--- src/rtl/pre_if_stage.sv ---
// pre_if_stage: owns the fetch PC and issues instruction requests on the SRAM-like req/addr_ok bus.
//   clk, reset          : clock, synchronous active-high reset
//   fs_allow_in         : IF can take a PC this cycle
//   br_bus              : {br_taken, br_target} from ID
//   ps_to_fs_valid/bus  : handoff to IF, bus = {ps_discard, ps_pc}
//   inst_sram_*         : read-only fetch request port (req/addr/addr_ok, write fields tied off)
module pre_if_stage #(
    parameter logic [31:0] RESET_PC           = 32'h1C000000,
    parameter int          WIDTH_BR_BUS       = 33,
    parameter int          WIDTH_PS_TO_FS_BUS = 33
) (
    input  logic                          clk,
    input  logic                          reset,
    input  logic                          fs_allow_in,
    input  logic [WIDTH_BR_BUS-1:0]       br_bus,
    output logic                          ps_to_fs_valid,
    output logic [WIDTH_PS_TO_FS_BUS-1:0] ps_to_fs_bus,
    output logic                          inst_sram_req,
    output logic                          inst_sram_wr,
    output logic [1:0]                    inst_sram_size,
    output logic [3:0]                    inst_sram_wstrb,
    output logic [31:0]                   inst_sram_addr,
    output logic [31:0]                   inst_sram_wdata,
    input  logic                          inst_sram_addr_ok
);
    typedef enum logic [1:0] {S_IDLE, S_REQ, S_WAIT} state_t;
    state_t      r_state, w_next_state;
    logic [31:0] r_pc, r_buf_target, w_next_pc, w_br_target;
    logic        r_buf_valid, r_stale, w_br_taken, w_active, w_handoff;
    assign w_br_taken  = br_bus[WIDTH_BR_BUS-1];
    assign w_br_target = br_bus[31:0];
    assign w_active    = r_state != S_IDLE;
    assign ps_to_fs_valid = (r_state == S_REQ && inst_sram_addr_ok) || r_state == S_WAIT;
    assign w_handoff      = ps_to_fs_valid && fs_allow_in;
    // A branch seen in the handoff cycle itself makes the PC being handed over wrong-path.
    assign ps_to_fs_bus    = {r_stale || (w_active && w_br_taken), r_pc};
    assign inst_sram_req   = r_state == S_REQ;
    assign inst_sram_addr  = r_pc;
    assign inst_sram_wr    = 1'b0;
    assign inst_sram_size  = 2'b10;
    assign inst_sram_wstrb = 4'b0;
    assign inst_sram_wdata = 32'b0;
    always_comb begin
        w_next_state = r_state;
        w_next_pc    = w_br_taken ? w_br_target : r_buf_valid ? r_buf_target : r_pc + 32'd4;
        case (r_state)
            S_IDLE:  w_next_state = S_REQ;
            S_REQ:   w_next_state = (inst_sram_addr_ok && !fs_allow_in) ? S_WAIT : S_REQ;
            S_WAIT:  w_next_state = fs_allow_in ? S_REQ : S_WAIT;
            default: w_next_state = S_IDLE;
        endcase
    end
    // The request address is frozen until handoff; redirects are parked in the buffer
    // and the in-flight request is flagged stale so IF drops its data.
    always_ff @(posedge clk) begin
        if (reset) begin
            r_state      <= S_IDLE;
            r_pc         <= RESET_PC;
            r_buf_valid  <= 1'b0;
            r_buf_target <= 32'b0;
            r_stale      <= 1'b0;
        end else begin
            r_state <= w_next_state;
            if (w_handoff) begin
                r_pc        <= w_next_pc;
                r_buf_valid <= 1'b0;
                r_stale     <= 1'b0;
            end else if (w_active && w_br_taken) begin
                r_buf_valid  <= 1'b1;
                r_buf_target <= w_br_target;
                r_stale      <= 1'b1;
            end
        end
    end
endmodule

--- config.mk ---
export PLATFORM = sky130hd
export DESIGN_NAME = pre_if_stage
export DESIGN_NICKNAME = d
export VERILOG_FILES = /design/src/rtl/pre_if_stage.sv
export SDC_FILE = /design/constraint.sdc
export NUM_CORES = 1
export LEC_CHECK = 0
export BUFFER_PORTS_ARGS = -buffer_cell sky130_fd_sc_hd__buf_2
export CAP_MARGIN = 20
export CORE_UTILIZATION = 55
export DETAILED_ROUTE_END_ITERATION = 12
export PLACE_DENSITY = 0.95
export SYNTH_ARGS = -nofsm -noshare
export SYNTH_HDL_FRONTEND = slang
export SYNTH_SLANG_ARGS = --single-unit
--- constraint.sdc ---
create_clock -name clk -period 6 [get_ports clk]
set_input_delay 0.9 -clock clk [delete_from_list [all_inputs] [get_ports clk]]
set_output_delay 0.9 -clock clk [all_outputs]
set_load 0.01 [all_outputs]
# Word level (Yosys, flattened, before mapping)

Index checks and enable logic that the tools add are counted.

Register bits: 67
Latch bits: 0
Memory bits (writable): 0
Memory bits (read-only): 0
Bits of input ports: 37
Output and inout bits: 106
Logic and storage cells: 24
Memories: 0

$add $sub $neg: 1
Multipliers: 0
Div/mod/pow operators: 0
Order comparisons: 0
Equality and inequality tests: 2
Shifts and indexed selects: 0
Mux-type cells: 5
Bitwise logic cells: 1
Reduce and logical (&&, ||, !) cells: 11

Operators with widths:

| kind                                          | number |
|---|---|
| 2-to-1 mux 32 bit                             | 2 |
| adder 32 x 3 -> 32 bit, second input constant | 1 |
| one-hot mux 2 bit (3 select lines)            | 1 |
| logical AND 1 bit                             | 4 |
| 2-to-1 mux 2 bit                              | 2 |
| == test 2 x 1 -> 1 bit, second input constant | 1 |
| == test 2 bit, second input constant          | 1 |
| logical NOT 2 bit                             | 1 |
| logical OR 1 bit                              | 2 |
| AND reduction 2 bit                           | 1 |
| nonzero test 2 bit                            | 1 |
| OR reduction 2 bit                            | 1 |
| logical NOT 1 bit                             | 1 |
| NOT 1 bit                                     | 1 |

# Logic depth before layout (Yosys ltp)

Depth in word-level cells: 6
Mapped depth: 7
Depth with buffers taken out: 6

# Worst setup path before layout

No wires, ideal clock.

Path type: in2out
Start: input port br_bus[32]
End: output port ps_to_fs_bus[32]
Arrival time: 1.407 ns
Data required time: 5.100 ns
Path slack: 3.693 ns
Cell stages on the path: 3
Path buffers: 1
Path through: clkbuf_1 -> o21ai_0 -> nand2b_1

Cells in the longest elaborated chain, start to end: 2

Ends and longest elaborated chain:

| element            | line | RTL |
|---|---|---|
| start: declaration | 15   | `input logic [WIDTH_BR_BUS-1:0] br_bus,` |
| logical AND 1 bit  | 36   | `assign ps_to_fs_bus = {r_stale \|\| (w_active && w_br_taken), r_pc};` |
| logical OR 1 bit   | 36   |  |
| end: declaration   | 17   | `output logic [WIDTH_PS_TO_FS_BUS-1:0] ps_to_fs_bus,` |

No other way between the ends.

# Worst setup path in the final report

Ends and elaborated chain as after synthesis.

==> impl_metrics.ini <==
[yosys]
synth-seq-cells = 67
synth.most_common_cell = nand2_1
synth_area_per_cell_sq_um = 7.45
yosysSeqAreaShare = 0.320
synthDistinctLibCells = 62
synthFlopType = dfxtp_1
synth_top_area_frac = 0.320
synthCells = 562
synth_common_cells = 114 x nand2_1, 71 x buf_4, 67 x dfxtp_1
synth_edf_count = 0
synth_area_sq_um = 4190
yosysTopAreaCell = dfxtp_1
async_reset_ff_frac = 0
yosysWarnings = 0
yosys-top-cells-area = dfxtp_1 32%, buf_4 13%, nand2_1 10%, a21oi_1 6.9%, o21ai_0 4.9%

[cts]
post-cts-setup-buffers = 0
tritoncts = built
clk_path_buf_depth = 2
cts_buffers = 9
cts_resized = 0
cts-root-buf = clkbuf_8
cts_num_sinks = 67
h-tree-depth = 3
insertion_delay_ns = 0.35
clkSlewWorstSetupHoldPaths_ns = 0.06
holdBufCountCts = 0

[floorplan]
boundaryPins = 143
fp.dieH_um = 89.2
rows = 31
core_area_sq_um = 7290
initial_core_util = 0.574
die_x_um = 89.2
die-area_sq_um = 7960

[global_route]
grt_max_degree = 62
grt_pass1_wl_um = 17200
grt_pass1_vias = 3824
grt_antenna_before_repair = 0
grtUsageTotal = 0.280
grt_overflow_total = 0

[setup_path]
required_ns = 5.10
critical_path_class = in -> out
worst-r2r-setup-slack_ns = 3.55
reg2reg_depth = 6
reg2reg_from = r_state[1]
worst_setup_path_start_kind = input port
cp-end-kind = output pin
arrival_ns = 2.35
reg2reg_to = r_buf_target[21]
cp_max_fo = 54

[hold_path]
min-delay-start = r_buf_target[25]
whs_path_depth = 2
min_to = r_buf_target[25]
min_path_type = reg -> reg

[timing]
slew_headroom = 0.366
hold_viol_final = 0
tightest_slew_ns = 0.951
finalCritPeriodShare = 0.542
rsz0062_at_grt = no
fmax_ghz = 0.307
drv_slew = 0
setup_viol_count_final = 0
period_minus_slack_ns = 3.25
fin_skew_ns = 0.00932
hold_ws_ns = 0.456
finalSetupTns_ns = 0

[place]
dp_hpwl_um = 7140
post_dp_cell_area_sq_um = 4320
gp_congestion = 0.837
port_buffers = 103
place_inst = 700

[status]
status = complete, no violations

[routing]
ant_nets = 0
drtPass1Iterations = 5
route.vias.total = 4203
avgViaCountPerCell = 5.89
drc = 0
totalWireLength_um = 10900
post_drt_wl_per_cell_um = 15.3
drt-initial-drc-count = 503

[power]
p_per_area_nw_per_um2 = 219
power_leakage_nw = 1.93
worst_ir_drop_vdd_uv = 140

[final_layout]
fin_cells = 713
antennaDiodeCount = 0
area_growth_pct = 6.66
fillers = 676
fin_nets = 650
fin_area_sq_um = 4470
drive_gt1_frac = 0.218

[job]
cap_violations = 0
how the worst max path moves through the flow:
stage	startpoint	end	cells past startpoint
floorplan	br_bus[32]	ps_to_fs_bus[32]	3
global placement	br_bus[32]	inst_sram_addr[27]	6
detailed placement	br_bus[32]	inst_sram_addr[27]	6
CTS	br_bus[32]	ps_to_fs_bus[32]	4
global route	br_bus[32]	ps_to_fs_bus[32]	4
finish	br_bus[32]	ps_to_fs_bus[32]	4
through the flow:
| step | total power, W | worst slack, ns | util |
|---|---|---|---|
| after floorplan | 0.000640 | 3.69 | - |
| after global placement | 0.000661 | 2.84 | 0.592 |
| after detailed placement | 0.000669 | 2.75 | 0.592 |
| after CTS | 0.000974 | 2.82 | 0.612 |
| after global routing | 0.00102 | 2.67 | 0.612 |
| final | 0.000977 | 2.75 | 0.612 |
layer usage:
layer	track usage	routed length, um	vias to the layer above	part of all wire
li1	-	-	1946	-
met1	0.346	4290	1938	0.39
met2	0.461	5190	289	0.48
met3	0.0425	1170	30	0.11
met4	0.169	252	0	0.023
met5	0	0	-	0
final cells by class:
| type | count | area (sq um) | share of cell area |
|---|---|---|---|
| Timing Repair Buffer | 108 | 553 | 0.124 |
| Inverter | 6 | 22.5 | 0.00504 |
| Sequential cell | 67 | 1340 | 0.300 |
| Clock buffer | 13 | 149 | 0.0333 |
| Tap cell | 99 | 124 | 0.0277 |
| Multi-Input combinational cell | 420 | 2280 | 0.510 |
logic make-up after synthesis:
family | after synthesis | synth area share
xor+xnor | 9 | 0.0188
fa+ha+maj | 1 | 0.00299
other cells | 2 | 0.00179
compound gates | 152 | 0.219
flops | 67 | 0.320
mux | 8 | 0.0191
buf+inv | 112 | 0.170
simple gates | 211 | 0.248
worst max-delay path, stage by stage:
cell and delay [ns]:
buf_2 0.70, o21ai_0 0.38, nand2b_1 0.18, buf_2 0.15
placed cells by master, fill, tap and decap left out, types with 3 or more instances in the layout:
cell type,synthesis,layout
a211oi_1,8,8
a21oi_1,58,58
a221o_1,3,3
a31oi_1,4,4
a32o_1,3,3
and3_1,9,9
buf_2,3,103
buf_4,71,5
clkbuf_1,28,3
clkbuf_8,0,10
conb_1,2,39
dfxtp_1,67,67
inv_1,6,6
mux2i_1,8,8
nand2_1,114,114
nand2b_1,6,6
nand3_1,13,13
nand3_2,3,3
nand4_1,7,7
nor2_1,29,28
nor2_2,2,3
nor3_1,3,3
nor4b_1,3,3
o211ai_1,11,11
o21ai_0,41,41
o22ai_1,4,4
xnor2_1,5,5
xor2_1,4,4
flip-flops by register name, indices dropped and copies added (netlist names):
name and flops:
inst_sram_addr 32, r_buf_target 32, r_state 2, r_stale 1
power breakdown:
part / total (W) / switching, W / internal [W]
registers: 0.000492 / 0.0000247 / 0.000467
clock network: 0.000313 / 0.000158 / 0.000155
logic: 0.000173 / 0.000113 / 0.0000605
No activity file was read; power rests on OpenSTA's default activity.
